$ cat config.mk
export PLATFORM = sky130hd
export DESIGN_NAME = vm_multi_item_ctrl
export DESIGN_NICKNAME = d
export VERILOG_FILES = /design/src/rtl/vm_multi_pkg.sv /design/src/rtl/vm_timeout_timer.sv /design/src/rtl/vm_multi_item_ctrl.sv
export SDC_FILE = /design/constraint.sdc
export NUM_CORES = 1
export LEC_CHECK = 0
export ABC_AREA = 1
export BUFFER_PORTS_ARGS = -buffer_cell sky130_fd_sc_hd__buf_4
export CAP_MARGIN = 5
export CORE_MARGIN = 1
export CORE_UTILIZATION = 25
export DETAILED_ROUTE_END_ITERATION = 12
export PLACE_DENSITY_LB_ADDON = 0.05
export SYNTH_ARGS = -nofsm -noshare
export SYNTH_HDL_FRONTEND = slang
export SYNTH_SLANG_ARGS = --single-unit
$ cat constraint.sdc
create_clock -name clk -period 5 [get_ports clk]
set_input_delay 0.25 -clock clk [delete_from_list [all_inputs] [get_ports clk]]
set_output_delay 0.25 -clock clk [all_outputs]
set_load 0.05 [all_outputs]
$ cat src/rtl/vm_multi_pkg.sv
// Shared types for the multi-item vending controller: FSM states,
// status codes, coin encodings and coin values in cents.
package vm_multi_pkg;

    typedef enum logic [5:0] {
        ST_IDLE          = 6'b000001,
        ST_RESTOCK       = 6'b000010,
        ST_CHECK_ITEM    = 6'b000100,
        ST_INSERT_COINS  = 6'b001000,
        ST_CHECK_BALANCE = 6'b010000,
        ST_DISPENSE      = 6'b100000
    } state_t;

    typedef enum logic [1:0] {
        STAT_IDLE         = 2'd0,
        STAT_AVAILABLE    = 2'd1,
        STAT_OUT_OF_STOCK = 2'd2,
        STAT_ERROR        = 2'd3
    } status_t;

    typedef enum logic [1:0] {
        COIN_NONE    = 2'b00,
        COIN_NICKEL  = 2'b01,
        COIN_DIME    = 2'b10,
        COIN_QUARTER = 2'b11
    } coin_t;

    localparam int NICKEL_VAL  = 5;
    localparam int DIME_VAL    = 10;
    localparam int QUARTER_VAL = 25;

    function automatic logic [4:0] coin_value(input coin_t c);
        logic [4:0] v;
        unique case (c)
            COIN_NICKEL:  v = 5'(NICKEL_VAL);
            COIN_DIME:    v = 5'(DIME_VAL);
            COIN_QUARTER: v = 5'(QUARTER_VAL);
            default:      v = '0;
        endcase
        return v;
    endfunction

endpackage

$ cat src/rtl/vm_timeout_timer.sv
// Watchdog down-counter for the coin-insertion phase.
// Ports: clk, hrst (sync, active-high), load (reload to TIMEOUT_CYC),
// en (count down one step), expired (counter is at zero).
module vm_timeout_timer #(
    parameter int TIMEOUT_CYC = 255,
    localparam int TW = $clog2(TIMEOUT_CYC + 1)
) (
    input  logic clk,
    input  logic hrst,
    input  logic load,
    input  logic en,
    output logic expired
);

    logic [TW-1:0] cnt;

    always_ff @(posedge clk) begin
        if (hrst || load) begin
            cnt <= TW'(TIMEOUT_CYC);
        end else if (en && cnt != '0) begin
            cnt <= cnt - TW'(1);
        end
    end

    assign expired = (cnt == '0);

endmodule

$ cat src/rtl/vm_multi_item_ctrl.sv
// Multi-item vending controller: restock, item check, coin collection,
// balance check and dispense, with per-slot stock and price registers.
// Inputs: clk, hrst (sync hard reset), srst (cancel), valid/item/count/cost
// (restock), sel_vld/sel_idx (selection), coins, select (confirm).
// Outputs: product_vld/product, balance, status, info, insert_coins,
// refund_vld/refund. Define VM_REFUND_EN to refund on cancel/timeout;
// otherwise the collected amount is kept as credit.
module vm_multi_item_ctrl
    import vm_multi_pkg::*;
#(
    parameter int N_ITEMS     = 8,
    parameter int CNT_W       = 5,
    parameter int MAX_STOCK   = 16,
    parameter int COST_W      = 16,
    parameter int TIMEOUT_CYC = 255,
    localparam int IDX_W      = $clog2(N_ITEMS)
) (
    input  logic              clk,
    input  logic              hrst,
    input  logic              srst,
    input  logic              valid,
    input  logic [IDX_W-1:0]  item,
    input  logic [CNT_W-1:0]  count,
    input  logic [COST_W-1:0] cost,
    input  logic              sel_vld,
    input  logic [IDX_W-1:0]  sel_idx,
    input  logic [1:0]        coins,
    input  logic              select,
    output logic              product_vld,
    output logic [IDX_W-1:0]  product,
    output logic [COST_W-1:0] balance,
    output logic [1:0]        status,
    output logic [COST_W-1:0] info,
    output logic              insert_coins,
    output logic              refund_vld,
    output logic [COST_W-1:0] refund
);

    state_t state, state_n;

    logic [CNT_W-1:0]  stock [N_ITEMS];
    logic [COST_W-1:0] price [N_ITEMS];

    logic [IDX_W-1:0]  sel_q, sel_n;
    logic [COST_W-1:0] amount, amount_n;
    logic [COST_W-1:0] balance_n, info_n;
    logic [1:0]        status_n;
    logic              product_vld_n;
    logic [IDX_W-1:0]  product_n;

    logic              stock_we, price_we;
    logic [IDX_W-1:0]  stock_idx;
    logic [CNT_W-1:0]  stock_wd;

    logic [CNT_W:0]    rs_sum;
    logic [COST_W:0]   coin_sum;
    logic [COST_W-1:0] amt_in, cancel_amt;
    logic              in_ins, cancel;
    logic              timer_load, timer_en, expired;

    assign in_ins       = (state == ST_INSERT_COINS);
    assign insert_coins = in_ins;

`ifdef VM_REFUND_EN
    logic              refund_vld_n;
    logic [COST_W-1:0] refund_n;
`endif

    vm_timeout_timer #(.TIMEOUT_CYC(TIMEOUT_CYC)) u_timer (
        .clk     (clk),
        .hrst    (hrst),
        .load    (timer_load),
        .en      (timer_en),
        .expired (expired)
    );

    always_comb begin
        rs_sum   = {1'b0, stock[item]} + {1'b0, count};
        coin_sum = {1'b0, amount}
                 + (COST_W+1)'(coin_value(coin_t'(coins)));
        // Saturate the running amount at all-ones.
        amt_in   = coin_sum[COST_W] ? '1 : coin_sum[COST_W-1:0];
        // A coin in the cancel/timeout cycle is already part of amt_in.
        cancel     = (srst && state != ST_IDLE)
                   || (in_ins && expired && !select);
        cancel_amt = in_ins ? amt_in : amount;

        state_n       = state;
        sel_n         = sel_q;
        amount_n      = amount;
        balance_n     = balance;
        info_n        = info;
        status_n      = status;
        product_vld_n = 1'b0;
        product_n     = product;
        stock_we      = 1'b0;
        stock_idx     = item;
        stock_wd      = rs_sum[CNT_W-1:0];
        price_we      = 1'b0;
        timer_load    = 1'b0;
`ifdef VM_REFUND_EN
        refund_vld_n  = 1'b0;
        refund_n      = '0;
`endif

        if (cancel) begin
            state_n = ST_IDLE;
`ifdef VM_REFUND_EN
            amount_n     = '0;
            refund_vld_n = (cancel_amt != '0);
            refund_n     = cancel_amt;
`else
            amount_n = cancel_amt;
`endif
        end else begin
            unique case (state)
                ST_IDLE: begin
                    if (valid) begin
                        state_n = ST_RESTOCK;
                    end else if (sel_vld) begin
                        state_n   = ST_CHECK_ITEM;
                        sel_n     = sel_idx;
                        balance_n = '0;
                    end
                end
                ST_RESTOCK: begin
                    if (!valid) begin
                        state_n = ST_IDLE;
                    end else begin
                        if (rs_sum > (CNT_W+1)'(MAX_STOCK)) begin
                            status_n = STAT_ERROR;
                        end else begin
                            stock_we = 1'b1;
                        end
                        price_we = (cost != '0);
                    end
                end
                ST_CHECK_ITEM: begin
                    if (stock[sel_q] != '0) begin
                        status_n   = STAT_AVAILABLE;
                        info_n     = price[sel_q];
                        state_n    = ST_INSERT_COINS;
                        timer_load = 1'b1;
                    end else begin
                        status_n = STAT_OUT_OF_STOCK;
                        state_n  = ST_IDLE;
                    end
                end
                ST_INSERT_COINS: begin
                    amount_n   = amt_in;
                    timer_load = (coins != 2'b00);
                    if (select) begin
                        state_n = ST_CHECK_BALANCE;
                    end
                end
                ST_CHECK_BALANCE: begin
                    if (amount >= price[sel_q]) begin
                        balance_n     = amount - price[sel_q];
                        product_vld_n = 1'b1;
                        product_n     = sel_q;
                        stock_we      = 1'b1;
                        stock_idx     = sel_q;
                        stock_wd      = stock[sel_q] - CNT_W'(1);
                        amount_n      = '0;
                        state_n       = ST_DISPENSE;
                    end else begin
                        state_n    = ST_INSERT_COINS;
                        timer_load = 1'b1;
                    end
                end
                ST_DISPENSE: begin
                    state_n = ST_IDLE;
                end
                default: begin
                    state_n = ST_IDLE;
                end
            endcase
        end

        timer_en = in_ins && !timer_load;
    end

    always_ff @(posedge clk) begin
        if (hrst) begin
            state       <= ST_IDLE;
            sel_q       <= '0;
            amount      <= '0;
            balance     <= '0;
            info        <= '0;
            status      <= STAT_IDLE;
            product_vld <= 1'b0;
            product     <= '0;
            for (int i = 0; i < N_ITEMS; i++) begin
                stock[i] <= '0;
                price[i] <= '0;
            end
        end else begin
            state       <= state_n;
            sel_q       <= sel_n;
            amount      <= amount_n;
            balance     <= balance_n;
            info        <= info_n;
            status      <= status_n;
            product_vld <= product_vld_n;
            product     <= product_n;
            if (stock_we) begin
                stock[stock_idx] <= stock_wd;
            end
            if (price_we) begin
                price[item] <= cost;
            end
        end
    end

`ifdef VM_REFUND_EN
    always_ff @(posedge clk) begin
        if (hrst) begin
            refund_vld <= 1'b0;
            refund     <= '0;
        end else begin
            refund_vld <= refund_vld_n;
            refund     <= refund_n;
        end
    end
`else
    assign refund_vld = 1'b0;
    assign refund     = '0;
`endif

endmodule
Yosys cells after proc, flatten, opt, wreduce, memory -nomap -nowiden --
Memory sizes are Yosys's and may differ from the RTL's. A register that Yosys moved wholly into a read port is not among the register bits. Cells that the tools add are included.
Word-level totals: bits in registers 71, bits in latches 0, RAM bits 168, bits in read-only memories 0, input port bits 35, output and inout port bits 56, word-level logic and storage cells 125, memories kept 2
Operators by class: add/subtract/negate cells 5, multiply operators 0, divide/modulo/power cells 0, order comparisons 2, eq/ne operators 19, shift operators 0, mux-type cells 57, bitwise operators 3, reductions and logical operators 28
Memories:
- price | words 8, bits a word 16, rd ports 1, clocked after memory_dff 1, wr ports 8, RTL line vm_multi_item_ctrl.sv:42 | logic [COST_W-1:0] price [N_ITEMS];
- stock | words 8, bits a word 5, rd ports 2, clocked after memory_dff 1, wr ports 8, RTL line vm_multi_item_ctrl.sv:41 | logic [CNT_W-1:0] stock [N_ITEMS];
Operator list (number):
- $mux W16 | 8
- $pmux W16 S2 | 2
- $mux W6 | 5
- $pmux W6 S5 | 1
- $mux W3 | 9
- $mux W1 | 20
- $mux W5 | 4
- $add A16 B5 Y17 | 1
- $ge A16 B16 Y1 | 1
- $ne A2 B2 Y1 const B | 8
- $reduce_bool A16 Y1 | 1
- $reduce_or A16 Y1 | 1
- $sub A16 B16 Y16 | 1
- $pmux W5 S3 | 1
- $reduce_and A3 Y1 | 4
- $logic_not A8 Y1 | 1
- $reduce_and A4 Y1 | 2
- $reduce_bool A2 Y1 | 4
- $reduce_bool A8 Y1 | 1
- $sub A8 B1 Y8 const B | 1
- $add A5 B5 Y6 | 1
- $eq A6 B1 Y1 const B | 1
- $eq A6 B2 Y1 const B | 1
- $eq A6 B3 Y1 const B | 1
- 22 further kinds | 34

Longest topological paths before layout --
Gate-level depths: netlist (run 1). An unclocked memory read counts as a cell.
depth in word-level cells 12, gate-level depth with buffers 26, depth with buffers taken out 21

Cells and area by module --
A second synthesis (run 1) with hierarchy kept.
Second synthesis, totals: cell total of the unflattened synthesis 1551, area, all modules 12782.3 µm²
By module, submodules not included:
- vm_multi_item_ctrl | times used 1, cells each 1477, area an instance 12284.3 µm², seq. area each 6366.1 µm²
- vm_timeout_timer | times used 1, cells each 74, area an instance 498.0 µm², seq. area each 160.2 µm²

Worst setup path before layout (run 1) --
Ideal clock, no wire load.
path kind register to register, start register (tool-made name), end memory stock[5][0], enable pin, library setup time 313 ps, arrival 3565 ps, data required time 4687 ps, path slack 1122 ps, stages on the path, launching flop included 25, path buffers 5, clock period less this slack 3878 ps, cell sequence dfxtp_1 buf_2 inv_1 buf_2 buf_2 clkbuf_1 nor2_1 o22ai_1 nor2_1 a31oi_1 ha_1 inv_1 fa_1 nand3_1 nand3_1 nand2_1 nand3_1 nand2_1 nand2_1 nand2_1 buf_2 nand2_1 a21oi_1 nand2_1 nand2_1
RTL lines (RTL line):
- end: declaration | vm_multi_item_ctrl.sv:41

==> impl_metrics.py, run 1 <==
metrics = {
    "status": {
        "outcome": "finished, final reports clean",
    },
    "detailed_routing": {
        "drt_iter0_drc": 590,
        "num_vias": 10400,
        "drt-total-wl_mm": 42.4,
        "firstDrtPassIters": 5,
        "via_per_inst": 4.61,
        "wire_per_inst_um": 18.9,
        "drc": 0,
        "drtAntennaViolNets": 0,
    },
    "critical_path": {
        "startpoint_type": "register",
        "crit_chain": "buf_4 > o21ai_0 > o22ai_1 > nor2_1 > a31oi_1 > ha_1 > inv_1 > fa_1 > nand3_1 > nand3_1 > nand2_1 > nand3_1 > nand2_1 > nand2_1 > nand2_1 > nand2_1 > nand2_1 > inv_1 > nor2_1 > nand2_1 > nand2_1",
        "critPathMaxFanout": 31,
        "reg2reg_slack_ps": 540,
        "path_common_cell": "nand2_1",
        "crit_path_max_incr_delay_ps": 430,
        "r2r_end": "stock[7][1]",
        "worstRegToRegCells": 21,
        "required_ps": 5260,
        "arrival_ps": 4720,
        "slowest_stage": "nor2_1",
        "crit_type": "reg -> reg",
        "worstSetupEndpointType": "register",
    },
    "logic_synthesis": {
        "synth_area_mm2": 0.0125,
        "yosysUniqueCellTypes": 51,
        "ys_ff_latch": 242,
        "synth_edf_count": 168,
        "synthFlopType": "edfxtp_1",
        "synth_cells": 1477,
        "async_flop_share_pct": 0,
        "seq_area_frac_synth_pct": 52.0,
        "synth_warnings": 0,
        "syn_area_per_cell_um2": 8.50,
    },
    "run": {
        "max_cap_viol_count": 0,
    },
    "global_routing": {
        "grt_max_degree": 90,
        "antenna_found_initial": 0,
        "grt_pass1_wl_mm": 64.3,
        "grt-ovfl-total": 0,
        "grt_pass1_vias": 10100,
        "grtUsageTotal_pct": 16.7,
    },
    "min_path": {
        "min_from": "sel_idx[1]",
        "whs_path_depth": 3,
        "hp-class": "in -> reg",
    },
    "pwr": {
        "seqPwrFrac_pct": 41.7,
        "comb_power_share_pct": 15.8,
        "p_clk_share_pct": 42.5,
        "peakVddDrop_uv": 242,
        "switchingPower_uw": 1570,
        "powerDensity_mw_per_mm2": 361,
        "p_leak_uw": 0.00620,
        "swShare_pct": 29.2,
        "p_int_uw": 3800,
    },
    "final_layout": {
        "fin_nets": 1621,
        "final_cells": 2244,
        "drive_gt1_share_pct": 11.9,
        "final_common_cell": "nor2_1",
        "fillCellCount": 5294,
        "layout_common_cells": "nor2_1 (312), nand2_1 (254), edfxtp_1 (168)",
        "syn_to_final_growth_pct": 18.5,
    },
    "sta": {
        "max_slew_margin_pct": 37.1,
        "skew_ps": 31.0,
        "fmax_ghz": 0.224,
        "finalSetupViolations": 0,
        "min_period_ps": 4460,
        "slew_viol_final": 0,
        "hold_viol_final": 0,
        "final.period_utilization_pct": 89.1,
        "tightest_slew_ps": 941,
        "rsz0062_at_grt": "no",
        "tns_ps": 0,
    },
    "clocking": {
        "cts_tree": "done",
        "insertion_delay_ps": 590,
        "clockRootBuffer": "clkbuf_16",
        "cts.path.max_buffers": 3,
        "cts_htree_levels": 1,
        "cts_resized": 0,
        "path_clk_slew_ps": 60,
        "cts_sinks": 242,
        "numCtsBuffers": 31,
    },
    "die": {
        "dieArea_mm2": 0.0511,
        "coreArea_mm2": 0.0493,
        "start_util_pct": 25.5,
        "rows": 81,
        "io_pins": 91,
        "die_x_um": 226,
        "die_h_um": 226,
    },
    "place": {
        "dp_hpwl_mm": 29.9,
        "place_inst": 2183,
        "io_buffers": 73,
        "place_congestion": 0.830,
    },
}
==> worst max-delay path, delay by kind of cell, from the launching register on <==
kind	cells	cell delay [ps]
adders and majority gates	2	640
DFF	1	340
buffers and inverters	3	480
AOI/OAI and AO/OA	3	720
and+or+nand+nor	13	1910
==> how the worst max path moves through the flow <==
stage / to / slack, ps
finish: stock[7][1] / 540
global route: stock[3][0] / 140
CTS: stock[7][1] / 540
detailed placement: stock[5][0] / 560
global placement: stock[5][4] / 620
floorplan: stock[5][0] / 1120
==> sequential cells by signal, indices dropped and copies added, names as in the netlist, named ones only <==
name	cells
price	128
stock	40
amount	16
balance	16
info	16
u_timer.cnt	8
state	6
product	3
sel_q	3
status	2
product_vld	1
==> synthesized netlist by cell type, types with 6 or more instances <==
cell type    n  area share (%)
a21oi_1     79             3.2
a221oi_1     8            0.56
buf_2       10            0.40
buf_4       17             1.0
buf_6        8            0.72
clkbuf_1    40             1.2
clkinv_1    18            0.54
dfxtp_1     74              12
edfxtp_1   168              40
ha_1        29             2.9
inv_1      108             3.2
nand2_1    254             7.6
nand2_4      9            0.81
nand3_1     54             2.2
nand4_1     15            0.75
nor2_1     313             9.4
nor2_2       6            0.30
nor3_1      18            0.72
o21ai_0    136             5.4
o221ai_1    15             1.0
o22ai_1     23             1.1
or2_2        9            0.45
xnor2_1      6            0.42
xor2_1      11            0.77
==> layer usage <==
metal / vias up / share of wire [%] / GRT usage (%)
met4: 0 / 1.6 / 3.75
met2: 166 / 46 / 27.7
met5: - / 0 / 0
met1: 5027 / 48 / 23.1
met3: 37 / 3.6 / 2.11
li1: 5121 / - / -
==> power by group through the flow <==
stage | logic, µW | registers, µW | clock network [µW]
CTS | 866 | 2240 | 2350
global placement | 867 | 2280 | 0
detailed placement | 862 | 2280 | 0
global route | 948 | 2240 | 2430
floorplan | 511 | 2310 | 0
finish | 851 | 2240 | 2280
==> per-stage QoR <==
stage | hold slack (ps) | setup WS, ps | total power, µW | util, % | area [µm²]
4_1_cts | 33.0 | 540 | 5450 | 30.2 | 14900
6_report | 38.3 | 543 | 5370 | 30.2 | 14900
3_3_place_gp | 465 | 622 | 3150 | 28.1 | 13800
2_1_floorplan | 369 | 1120 | 2820 | - | 12600
3_5_place_dp | 462 | 557 | 3140 | 28.1 | 13800
5_1_grt | 43.1 | 139 | 5620 | 30.2 | 14900
==> cell type report <==
type / count / area, µm² / share of cell area (%)
flip-flops and latches: 242 / 6530 / 43.9
multi-input cells: 1048 / 5190 / 34.9
clock buffers: 43 / 861 / 5.79
well taps: 664 / 831 / 5.59
repair buffers: 104 / 823 / 5.54
inverters: 127 / 478 / 3.21
clock inverters: 15 / 160 / 1.08
diodes: 1 / 2.50 / 0.0168
==> timing repair <==
item                      CTS  global route
buffers inserted            0             0
hold endpoints to repair    3             0
hold buffers                2             0
==> cells by family after synthesis <==
group,Yosys count,synth area share (%)
AO/OA/AOI/OAI,285,12.7
flip-flops,242,52.0
adder cells (fa/ha/maj),32,3.37
AND/OR/NAND/NOR,696,23.4
buffers and inverters,203,7.17
other,1,0.0299
XOR/XNOR,17,1.19
multiplexers,1,0.0798
Power figures use the tool's default switching activity.
==> inputs of run 2 (changes only) <==
- CORE_ASPECT_RATIO: unset -> 1.5
==> impl_metrics.py, run 2 (synthesis gave the netlist of run 1 again) <==
metrics = {
    "status": {
        "outcome": "finished, final reports clean",
    },
    "detailed_routing": {
        "num_vias": 10500,
        "drc": 0,
        "drt_iter0_drc": 775,
        "via_per_inst": 4.64,
        "firstDrtPassIters": 5,
        "drt-total-wl_mm": 44.0,
        "wire_per_inst_um": 19.5,
        "drtAntennaViolNets": 0,
    },
    "die": {
        "die_h_um": 276,
        "start_util_pct": 25.3,
        "dieArea_mm2": 0.0511,
        "io_pins": 91,
        "rows": 100,
        "coreArea_mm2": 0.0495,
        "die_x_um": 185,
    },
    "final_layout": {
        "final_common_cell": "nor2_1",
        "postLayoutCoreUtil_pct": 29.9,
        "layout_common_cells": "nor2_1 (312), nand2_1 (254), edfxtp_1 (168)",
        "syn_to_final_growth_pct": 18.2,
        "regMostFlops": "price",
        "largest_reg_flops": 128,
        "num_antenna_cells": 0,
        "drive_gt1_share_pct": 12.9,
        "fin_nets": 1640,
        "reg_top3": "price x128, stock x40",
    },
    "clocking": {
        "cts_htree_levels": 1,
        "cts_setup_buffers": 0,
        "insertion_delay_ps": 580,
        "clockRootBuffer": "clkbuf_16",
        "cts_sinks": 242,
        "cts_tree": "done",
        "path_clk_slew_ps": 60,
        "numCtsBuffers": 28,
        "cts.path.max_buffers": 3,
    },
    "pwr": {
        "p_clk_share_pct": 38.1,
        "seqPwrFrac_pct": 44.4,
        "comb_power_share_pct": 17.4,
        "p_leak_uw": 0.00620,
        "swShare_pct": 30.6,
        "powerDensity_mw_per_mm2": 339,
        "switchingPower_uw": 1540,
        "peakVddDrop_uv": 238,
        "p_int_uw": 3490,
    },
    "critical_path": {
        "required_ps": 5240,
        "startpoint_type": "register",
        "crit_type": "reg -> reg",
        "worstSetupEndpointType": "register",
        "critPathMaxFanout": 15,
        "arrival_ps": 4380,
    },
    "place": {
        "place_congestion": 0.849,
        "io_buffers": 73,
        "dp_hpwl_mm": 30.4,
        "dp_slack_ps": 782,
    },
    "global_routing": {
        "grtUsageTotal_pct": 17.3,
        "grt_pass1_vias": 10500,
        "grt_pass1_wl_mm": 65.9,
        "antenna_found_initial": 0,
        "grt-ovfl-total": 0,
        "grt_max_degree": 65,
    },
    "sta": {
        "skew_ps": 26.6,
        "tightest_slew_ps": 1100,
        "min_period_ps": 4140,
        "hold_viol_final": 0,
        "finalSetupViolations": 0,
        "final.period_utilization_pct": 82.7,
        "rsz0062_at_grt": "no",
        "tns_ps": 0,
        "fin_ws_ps": 863,
        "fmax_ghz": 0.242,
        "max_slew_margin_pct": 26.5,
        "slew_viol_final": 0,
    },
    "run": {
        "max_cap_viol_count": 0,
    },
    "min_path": {
        "hp-class": "in -> reg",
    },
}
[run 2: changes by cell type in the layout (fill, tap and decap cells not counted), sizes merged]
cell and delta:
diode -1, inv -2, clkinv +7, buf +23, clkinvlp +2, dlygate4sd3 -1, clkbuf -11, bufinv -3
[run 2: power by group through the flow]
| stage | Sequential, µW | Combinational (µW) | Clock (µW) |
|---|---|---|---|
| after floorplan | 2310 | 511 | 0 |
| after global routing | 2240 | 968 | 2060 |
| after global placement | 2280 | 898 | 0 |
| after detailed placement | 2280 | 892 | 0 |
| after CTS | 2230 | 896 | 1990 |
| final | 2230 | 876 | 1920 |
[run 2: worst max-delay path, cell delays in order (launching register included)]
cell      delay (ps)
dfxtp_1          310
inv_1            440
buf_4            280
o21ai_0          140
o221ai_1         200
o21ai_0          160
buf_4            180
ha_1             370
nand2_1          130
inv_1             80
a21oi_1          180
nand3_1           90
nand2_1           80
nand2_1          150
nand2_1          250
nand2_1           80
nand2_1           80
inv_1             40
nor2_1           110
buf_4            180
nand2_1           80
nand2_1          210
[run 2: metal layers]
layer | global-route usage [%] | share of wire [%] | up-vias
met2 | 31.5 | 51 | 225
li1 | - | - | 5141
met3 | 1.80 | 3.8 | 66
met5 | 0 | 0 | -
met1 | 21.1 | 43 | 5030
met4 | 4.73 | 2.3 | 0
[run 2: stage by stage]
step           cells  cell area [µm²]  hold slack (ps)  total power (µW)
2_1_floorplan   1493            12600              369              2820
3_3_place_gp    2205            14000              440              3180
3_5_place_dp    2205            14000              439              3170
4_1_cts         2257            14800             20.9              5120
5_1_grt         2257            14800             70.8              5270
6_report        2257            14800             68.7              5030
[run 2: cell type report]
cell class	count	area, µm²
Fill cell	5382	34700
Multi-Input combinational cell	1048	5190
Timing Repair Buffer	126	986
Clock buffer	32	716
Tap cell	663	830
Sequential cell	242	6530
Clock inverter	19	106
Inverter	127	478
[run 2: final timing paths]
check              from          end  slack, ps  depth (start not counted)
max reg2reg    register  stock[5][3]        860                         21
min          sel_idx[2]     sel_q[2]         70                          3
max            register  stock[5][3]        860                         21
min reg2reg    info[14]     info[14]        450                          2
[run 2: what timing repair did]
item                      in CTS  in global routing
gates resized for setup        0                  0
hold buffers                   1                  0
hold endpoints to repair       1                  0
